--- config.mk ---
export PLATFORM = sky130hd
export DESIGN_NAME = regfile_mp_sb_flat
export DESIGN_NICKNAME = d
export VERILOG_FILES = /design/src/rtl/regfile_mp_sb_if.sv /design/src/rtl/regfile_mp_sb.sv /design/src/flat_wrapper.sv
export SDC_FILE = /design/constraint.sdc
export NUM_CORES = 2
export LEC_CHECK = 0
export ABC_CLOCK_PERIOD_IN_PS = 6100
export BUFFER_PORTS_ARGS = -buffer_cell sky130_fd_sc_hd__buf_4
export CAP_MARGIN = 10
export CORE_UTILIZATION = 45
export CTS_BUF_LIST = sky130_fd_sc_hd__clkbuf_2
export DETAILED_ROUTE_END_ITERATION = 8
export SLEW_MARGIN = 25
export SYNTH_ARGS = -nofsm -noshare
export SYNTH_HDL_FRONTEND = slang
export SYNTH_SLANG_ARGS = --single-unit
--- constraint.sdc ---
create_clock -name i_clk -period 6.1 [get_ports i_clk]
set_clock_uncertainty 0.15 [all_clocks]
set_input_delay 0.305 -clock i_clk [delete_from_list [all_inputs] [get_ports i_clk]]
set_output_delay 0.305 -clock i_clk [all_outputs]
set_load 0.01 [all_outputs]
--- src/rtl/regfile_mp_sb_if.sv ---
// Decode/writeback bus of the multi-port register file: read ports, write port,
// scoreboard set, clear handshake and debug read.
interface regfile_mp_sb_if #(
    parameter int unsigned DATA_W = 32,
    parameter int unsigned ADDR_W = 5,
    parameter int unsigned NUM_RD = 2
);
    logic [NUM_RD*ADDR_W-1:0] rd_addr;
    logic [NUM_RD*DATA_W-1:0] rd_data;
    logic [NUM_RD-1:0]        rd_pend;
    logic                     wr_en;
    logic [ADDR_W-1:0]        wr_addr;
    logic [DATA_W-1:0]        wr_data;
    logic                     sb_set;
    logic [ADDR_W-1:0]        sb_addr;
    logic                     clr_req;
    logic                     clr_busy;
    logic                     clr_done;
    logic [ADDR_W-1:0]        dbg_addr;
    logic [DATA_W-1:0]        dbg_data;

    modport master (
        output rd_addr, wr_en, wr_addr, wr_data, sb_set, sb_addr, clr_req, dbg_addr,
        input  rd_data, rd_pend, clr_busy, clr_done, dbg_data
    );

    modport slave (
        input  rd_addr, wr_en, wr_addr, wr_data, sb_set, sb_addr, clr_req, dbg_addr,
        output rd_data, rd_pend, clr_busy, clr_done, dbg_data
    );
endinterface

--- src/rtl/regfile_mp_sb.sv ---
// Multi-port register file with optional write bypass, pending scoreboard
// and a sequential clear engine that zeroes x1..x(DEPTH-1) one entry per cycle.
module regfile_mp_sb #(
    parameter int unsigned DATA_W = 32,
    parameter int unsigned ADDR_W = 5,
    parameter int unsigned NUM_RD = 2,
    parameter int unsigned BYPASS = 1
) (
    input  logic           i_clk,
    input  logic           i_rst_n,
    regfile_mp_sb_if.slave bus
);
    localparam int unsigned DEPTH = 1 << ADDR_W;

    typedef enum logic [1:0] {StIdle, StClear, StDone} state_e;

    state_e            state_q, state_d;
    logic [ADDR_W-1:0] cnt_q, cnt_d;
    logic [DATA_W-1:0] regs_q [DEPTH];
    logic [DATA_W-1:0] regs_d [DEPTH];
    logic [DEPTH-1:0]  pend_q, pend_d;
    logic              wr_ok, sb_ok, byp_ok;

    // Address 0 is hard-wired: neither writes nor scoreboard sets ever reach it.
    assign wr_ok  = (state_q == StIdle) && bus.wr_en && (bus.wr_addr != '0);
    assign sb_ok  = (state_q == StIdle) && bus.sb_set && (bus.sb_addr != '0);
    assign byp_ok = (BYPASS != 0) && wr_ok;

    always_comb begin
        state_d = state_q;
        cnt_d   = cnt_q;
        regs_d  = regs_q;
        pend_d  = pend_q;
        case (state_q)
            StIdle: begin
                if (wr_ok) begin
                    regs_d[bus.wr_addr] = bus.wr_data;
                    pend_d[bus.wr_addr] = 1'b0;
                end
                // A set issued alongside a write belongs to a newer producer.
                if (sb_ok) begin
                    pend_d[bus.sb_addr] = 1'b1;
                end
                if (bus.clr_req) begin
                    state_d = StClear;
                    cnt_d   = ADDR_W'(1);
                end
            end
            StClear: begin
                regs_d[cnt_q] = '0;
                pend_d[cnt_q] = 1'b0;
                cnt_d         = cnt_q + ADDR_W'(1);
                if (cnt_q == '1) begin
                    state_d = StDone;
                end
            end
            StDone: begin
                state_d = StIdle;
            end
            default: begin
                state_d = StIdle;
            end
        endcase
    end

    always_ff @(posedge i_clk or negedge i_rst_n) begin
        if (!i_rst_n) begin
            state_q <= StIdle;
            cnt_q   <= '0;
            pend_q  <= '0;
            for (int unsigned i = 0; i < DEPTH; i++) begin
                regs_q[i] <= '0;
            end
        end else begin
            state_q <= state_d;
            cnt_q   <= cnt_d;
            pend_q  <= pend_d;
            regs_q  <= regs_d;
        end
    end

    for (genvar k = 0; k < NUM_RD; k++) begin : g_rd
        logic [ADDR_W-1:0] addr;
        logic              hit;

        assign addr = bus.rd_addr[k*ADDR_W +: ADDR_W];
        assign hit  = byp_ok && (bus.wr_addr == addr);

        assign bus.rd_data[k*DATA_W +: DATA_W] = hit ? bus.wr_data : regs_q[addr];
        assign bus.rd_pend[k] = hit ? 1'b0 : pend_q[addr];
    end

    assign bus.dbg_data = regs_q[bus.dbg_addr];
    assign bus.clr_busy = (state_q == StClear);
    assign bus.clr_done = (state_q == StDone);
endmodule

--- src/flat_wrapper.sv ---
// flat-port wrapper written by rule: the top's interface ports become plain ports
module regfile_mp_sb_flat 
#(
    parameter int unsigned DATA_W = 32,
    parameter int unsigned ADDR_W = 5,
    parameter int unsigned NUM_RD = 2,
    parameter int unsigned BYPASS = 1
)
  (i_clk, i_rst_n, bus_rd_addr, bus_wr_en, bus_wr_addr, bus_wr_data, bus_sb_set, bus_sb_addr, bus_clr_req, bus_dbg_addr, bus_rd_data, bus_rd_pend, bus_clr_busy, bus_clr_done, bus_dbg_data);
  regfile_mp_sb_if #(.DATA_W(DATA_W), .ADDR_W(ADDR_W), .NUM_RD(NUM_RD)) bus_i ();
  input  logic i_clk;
  input  logic i_rst_n;
  input wire logic [$bits(bus_i.rd_addr)-1:0] bus_rd_addr;
  input wire logic [$bits(bus_i.wr_en)-1:0] bus_wr_en;
  input wire logic [$bits(bus_i.wr_addr)-1:0] bus_wr_addr;
  input wire logic [$bits(bus_i.wr_data)-1:0] bus_wr_data;
  input wire logic [$bits(bus_i.sb_set)-1:0] bus_sb_set;
  input wire logic [$bits(bus_i.sb_addr)-1:0] bus_sb_addr;
  input wire logic [$bits(bus_i.clr_req)-1:0] bus_clr_req;
  input wire logic [$bits(bus_i.dbg_addr)-1:0] bus_dbg_addr;
  output wire logic [$bits(bus_i.rd_data)-1:0] bus_rd_data;
  output wire logic [$bits(bus_i.rd_pend)-1:0] bus_rd_pend;
  output wire logic [$bits(bus_i.clr_busy)-1:0] bus_clr_busy;
  output wire logic [$bits(bus_i.clr_done)-1:0] bus_clr_done;
  output wire logic [$bits(bus_i.dbg_data)-1:0] bus_dbg_data;
  assign bus_i.rd_addr = bus_rd_addr;
  assign bus_i.wr_en = bus_wr_en;
  assign bus_i.wr_addr = bus_wr_addr;
  assign bus_i.wr_data = bus_wr_data;
  assign bus_i.sb_set = bus_sb_set;
  assign bus_i.sb_addr = bus_sb_addr;
  assign bus_i.clr_req = bus_clr_req;
  assign bus_i.dbg_addr = bus_dbg_addr;
  assign bus_rd_data = bus_i.rd_data;
  assign bus_rd_pend = bus_i.rd_pend;
  assign bus_clr_busy = bus_i.clr_busy;
  assign bus_clr_done = bus_i.clr_done;
  assign bus_dbg_data = bus_i.dbg_data;
  regfile_mp_sb #(.DATA_W(DATA_W), .ADDR_W(ADDR_W), .NUM_RD(NUM_RD), .BYPASS(BYPASS)) u_core (.i_clk(i_clk), .i_rst_n(i_rst_n), .bus(bus_i));
endmodule
### After elaboration in Yosys (flattened, before gate mapping)

Index checks and enable logic that the tools add are counted.
W data, S select, Z words.

* register bits after elaboration: 1063
* input bits: 62
* output and inout bits: 100

* add/sub/neg operators: 1
* magnitude comparators: 15
* equality and inequality tests: 8
* multiplexer cells: 39
* bitwise gates (word level): 12
* reduce and logical (&&, ||, !) cells: 18

Operator list (number)
* $pmux W1024 S2: 1
* $and A1024 B1024 Y1024: 1
* $bwmux W1024: 1
* $mux W1024: 1
* $not A1024 Y1024: 1
* $bmux W32 S5: 3
* $mux W32: 13
* $demux W32 S5: 2
* $and A32 B32 Y32: 2
* $not A32 Y32: 2
* $pmux W32 S2: 1
* $or A32 B32 Y32: 1
* $ge A6 B6 Y1 const B: 5
* $lt A5 B6 Y1 const B: 5
* $not A5 Y6: 5
* $demux W1 S5: 3
* $ge A5 B1 Y1 const B: 3
* $lt A6 B1 Y1 const B: 2
* $logic_and A1 B1 Y1: 11
* $bmux W1 S5: 2
* $eq A5 B5 Y1: 2
* $pmux W5 S2: 1
* $reduce_bool A5 Y1: 2
* $mux W1: 7
* other kinds (12): 16

### Logic depth before layout (Yosys ltp)

* depth after elaboration: 11
* mapped depth: 10
* mapped depth without buffers: 6

### Worst setup path after synthesis

Ideal clock, no wire load.

* kind: input port to output port
* start: in bus_rd_addr[5]
* end: out bus_rd_pend[1]
* arrival time: 2.121 ns
* slack: 3.524 ns
* cell stages on the path: 9
* path through: buf_2 buf_4 buf_2 buf_2 mux4_2 a22oi_1 nand3_1 a21oi_1 nor2_1

* longest elaborated chain between the ends: 3
* elaborated cells between the ends (all ways): 5
* those cells by class: eq/ne: 1; mux: 3; reduce/logical: 1

Ends and longest elaborated chain
* start, declared: line flat_wrapper.sv:13 `input wire logic [$bits(bus_i.rd_addr)-1:0] bus_rd_addr;`
* $bmux W1 S5 or $eq A5 B5 Y1 (tied branches): line regfile_mp_sb.sv:90, regfile_mp_sb.sv:87
* $mux W1 (not written as such) or $logic_and A1 B1 Y1 (tied branches): line regfile_mp_sb.sv:90, regfile_mp_sb.sv:87
* $mux W1 *: line regfile_mp_sb.sv:90 `assign bus.rd_pend[k] = hit ? 1'b0 : pend_q[addr];`
* end, declared: line flat_wrapper.sv:22 `output wire logic [$bits(bus_i.rd_pend)-1:0] bus_rd_pend;`

Every way passes the cells marked *; elsewhere a longest branch is shown, timed or not. The select of a mux whose other input is x is not followed.

### Worst setup path after layout

* start: in bus_wr_addr[4]
* end: out bus_rd_data[31]

* longest elaborated chain between the ends: 4
* elaborated cells between the ends (all ways): 5
* those cells by class: eq/ne: 1; mux: 1; reduce/logical: 3

Ends and longest elaborated chain
* start, declared: line flat_wrapper.sv:15 `input wire logic [$bits(bus_i.wr_addr)-1:0] bus_wr_addr;`
* $reduce_bool A5 Y1: line regfile_mp_sb.sv:25 `assign wr_ok = (state_q == StIdle) && bus.wr_en && (bus.wr_addr != '0);`
* $logic_and A1 B1 Y1: line regfile_mp_sb.sv:25
* $logic_and A1 B1 Y1 *: line regfile_mp_sb.sv:87 `assign hit = byp_ok && (bus.wr_addr == addr);`
* $mux W32 *: line regfile_mp_sb.sv:89 `assign bus.rd_data[k*DATA_W +: DATA_W] = hit ? bus.wr_data : regs_q[addr];`
* end, declared: line flat_wrapper.sv:21 `output wire logic [$bits(bus_i.rd_data)-1:0] bus_rd_data;`

Every way passes the cells marked *; elsewhere a longest branch is shown, timed or not.

==> results.md <==
- The run finished with clean final reports.
- In the detailed route, the total length drawn on met3 is 44300 um.
- The number of placement rows is between 100 and 150.
- The proportion of synthesized flip-flops having asynchronous set or reset is 100%.
- The power density relative to cell area is 265 nW/um2.
- The highest clock frequency the design can meet is around 0.18 GHz.
- The first global-routing pass estimated around 400000 um of wire.
- The classification of the worst setup path is primary input to output pin.
- The final worst slack is 0.393 ns.
- The count of H-tree levels built during CTS is 5.
- The smallest clock period supported by the final layout is computed as 5.71 ns.
- In this run the deepest clock path goes through 4 buffers.
- The starting density of the core is 45.3%.
- The root buffer cell chosen for the clock tree is sky130_fd_sc_hd__clkbuf_2.
- The total count of hold-check failures in the final report is 0.
- The y dimension of the die is roughly 380 um.
- Setup repair after global routing left no endpoint under its margin.
- The signed area change from the synthesized netlist to the final layout is 13.6%.
- The via count of the first global-routing pass is ~53000.
- The count of nets left with antenna violations once routing finished came out at 0.
- By instance count, the leading cell after synthesis is sky130_fd_sc_hd__a22o_1.
- The final layout contains just over 5000 nets.
- For this run, the register share of the synthesized area comes to 42.1%.
- The later pin in the worst-skew pair is clocked with a latency of between 1.5 and 2 ns.
- The type of destination of the critical path is an output pin.
- The fraction of power spent switching nets is ~38%.
- For this design, the sink count on the clock tree is around 1100.
- The share of post-route cells with drive strength above 1 is about 29%.
- The leakage power summed over all cells is 32.1 nW.
- TritonCTS built the clock tree.
- The placement-stage cell area is 66600 um2.
- The maximum VDD drop is about 0.00024 V.
- The critical path goes through dlygate4sd3_1 > dlygate4sd3_1 > buf_4 > dlygate4sd3_1 > or3_1 > o311ai_1 > nor4_2 > buf_4 > buf_4 > nor4_1 > a21o_1 > buf_4.
- After synthesis the cells add up to ~63000 um2.
- The clock power share is about 28%.
- Wire segments on met2 add up to about 120000 um in the final route.
- The number of top-level design ports is 162.
- The most common flop cell mapped by yosys is sky130_fd_sc_hd__dfrtp_1.
- The commonest cells after synthesis are 1070 x sky130_fd_sc_hd__a22o_1, 1063 x sky130_fd_sc_hd__dfrtp_1, 574 x sky130_fd_sc_hd__mux2i_1.
- By instance count, the cell type seen most on the critical path is sky130_fd_sc_hd__buf_4.
- The data arrival time at the worst-slack endpoint is 5.25 ns.
- At the end of routability-driven placement, the weighted congestion stood at around 0.96.
- The path type of the worst min-delay path is primary input to flop.
- In this run, distinct cell masters in the synthesized netlist total 67.
- The core utilization of the finished layout is 51.4%.
- In the final routed layout, each cell accounts on average for a little over 40 um.
- The largest total area in the synthesized netlist belongs to sky130_fd_sc_hd__dfrtp_1.
- The slowest cell on the critical path is sky130_fd_sc_hd__dlygate4sd3_1.
- The placeable core region is 139000 um2.
- The slew at the pin with the worst max-slew slack is about 1.3 ns.
- The total overflow left after global routing is 0.
- Using the TritonRoute via totals, the vias-per-cell ratio works out to about 7.7.
- The power dissipated by switching net loads is a little over 7 mW.
- Per report_power, the sequential group accounts for 45.2% of the total.
- The clock-pin transition on the worst setup and hold timing paths is ~0.11 ns.
- The largest net degree at the start of global routing is 143.
- Yosys printed 0 warnings.
- The worst setup slack before clock tree synthesis is 2.11 ns.
- The number of antenna violations at the first check in global routing came to 20.
- The final critical path takes up around 94% of the cycle.
- Buffers inserted during clock tree synthesis total 310.
- The final non-filler cell area is around 70000 um2.
- The remaining routing DRC violations is 0.
- Measured against its own limit, the worst slew margin works out to a little under an eighth.
- The highest layer touched by signal routing is met5.
- In the synthesized netlist, the number of instances is roughly 4800.
- The count of flip-flops with a built-in enable after synthesis is 0.
- The total global routing track utilization is around two fifths.
- The count of endpoints failing setup in the final report is 0.
- For the final routed database, the setup TNS stands at 0 ns.
- The count of state elements after synthesis is around 1100.
- The top-area cell type share of the netlist area is 42.1%.
- The layout has about 12000 filler cells.
- The count of TritonRoute iterations in the first routing pass is 7.
- The detailed router finished its first iteration with 8933 violations.
- The final route contains roughly 55000 vias.
- Cell internal power was estimated by the tool at roughly 12 mW.
- The net count of the mapped netlist is just under 5000.
- The required time of the worst setup path is around 5.6 ns.
- The count of buffers inserted at the top-level ports is between 150 and 200.
- The floorplan step set the die width to about 380 um.
- The startpoint type of the worst setup path is a primary input.
- The mean instance size in the synthesized netlist is ~13 um2.
- The HPWL after detailed placement is 167000 um.
- The total wirelength of the detailed-routed design is roughly 300000 um.
- The relative contribution of combinational cells to total power is about 27%.
- The critical-path maximum fanout is 24.
- Sorting the synthesized cells by area gives the leading types as sky130_fd_sc_hd__dfrtp_1 42%, sky130_fd_sc_hd__mux4_2 19%, sky130_fd_sc_hd__a22o_1 15%.
- In the final routing, the length of wire on met1 measures around 110000 um.
- Max-cap violations in this run came to 0.
- The count of pins over their slew limit is 0.
- The floorplan step defined a die boundary enclosing roughly 140000 um2.
- For this run, the slowest stage of the critical path takes roughly 0.68 ns.
## power groups by stage
| stage | logic, mW | registers [mW] | clock network (mW) |
|---|---|---|---|
| 6_report | 5.13 | 8.58 | 5.28 |
| 5_1_grt | 5.24 | 8.65 | 5.66 |
| 3_3_place_gp | 4.68 | 8.62 | 0 |
| 3_5_place_dp | 4.77 | 8.64 | 0 |
| 4_1_cts | 4.95 | 8.52 | 5.28 |
| 2_1_floorplan | 2.83 | 8.38 | 0 |
## cell families after synthesis
family	Yosys count	synth area share, %
AO/OA/AOI/OAI	1608	21.1
multiplexers	1159	29.1
flip-flops	1063	42.1
buffers and inverters	644	4.23
AND/OR/NAND/NOR	343	3.19
XOR/XNOR	10	0.139
adder cells (fa/ha/maj)	5	0.0991
## timing repair
action | 4_1_cts | 5_1_grt
setup buffers | 0 | 0
gates resized for setup | 0 | 0
hold buffers | 215 | 2
hold endpoints to repair | 2092 | 62
endpoints found under the setup margin | 0 | 0
## layout make-up
type                            count  area, um2  share of cell area, %
Multi-Input combinational cell   3125      34600                   48.3
Sequential cell                  1063      26600                   37.1
Timing Repair Buffer              565       5560                   7.76
Tap cell                         1876       2350                   3.27
Clock buffer                      449       2250                   3.14
Clock inverter                     52        228                  0.318
Antenna cell                       23       57.6                 0.0803
Inverter                            6       22.5                 0.0314
## state kept, by name, indices dropped and copies added, names as in the netlist
name            cells
u_core.regs_q    1024
u_core.pend_q      32
u_core.cnt_q        5
u_core.state_q      2
## critical path, delay by kind of cell
kind,cells,cell delay [ns]
AND/OR/NAND/NOR,3,1.04
AO/OA/AOI/OAI,2,0.94
buffers and inverters,7,2.92
## per-layer routing
| metal | up-vias | global-route usage [%] |
|---|---|---|
| met5 | - | 1.27 |
| met4 | 26 | 26.6 |
| met3 | 1211 | 18.7 |
| met2 | 5116 | 55.9 |
| met1 | 28133 | 52.3 |
| li1 | 20448 | - |
## per-stage QoR
step | power [mW] | cells | hold WS (ns)
finish | 19.0 | 7159 | 0.171
global route | 19.5 | 7140 | 0.124
CTS | 18.8 | 7131 | 0.0182
detailed placement | 13.4 | 6415 | 0.256
global placement | 13.3 | 6409 | 0.254
floorplan | 11.2 | 4832 | -0.141
## final timing paths
| kind | cells past startpoint | to | slack (ns) | start |
|---|---|---|---|---|
| worst max-delay path | 12 | bus_rd_data[31] | 0.39 | bus_wr_addr[4] |
| min in group asynchronous | 6 | u_core.regs_q[415] | 0.73 | i_rst_n |
| max in group asynchronous | 7 | u_core.regs_q[750] | 3.66 | i_rst_n |
| worst max register to register | 9 | u_core.regs_q[104] | 1.28 | u_core.state_q[1] |
| worst min register to register | 2 | u_core.pend_q[11] | 0.39 | u_core.pend_q[11] |
| worst min-delay path | 6 | u_core.pend_q[28] | 0.17 | bus_sb_set |
## cells in the final DEF (no fill, tap or decap), types with 53 or more instances in the layout
cell	Yosys	layout
sky130_fd_sc_hd__a22o_1	1070	1070
sky130_fd_sc_hd__a22oi_1	173	173
sky130_fd_sc_hd__buf_12	0	53
sky130_fd_sc_hd__buf_4	11	310
sky130_fd_sc_hd__clkbuf_2	0	449
sky130_fd_sc_hd__dfrtp_1	1063	1063
sky130_fd_sc_hd__dlygate4sd3_1	0	183
sky130_fd_sc_hd__mux2i_1	574	574
sky130_fd_sc_hd__mux4_2	537	537
sky130_fd_sc_hd__nor2_1	67	56
sky130_fd_sc_hd__o211ai_1	69	69
sky130_fd_sc_hd__o22ai_1	71	71
No activity file was read; power rests on OpenSTA's default activity.
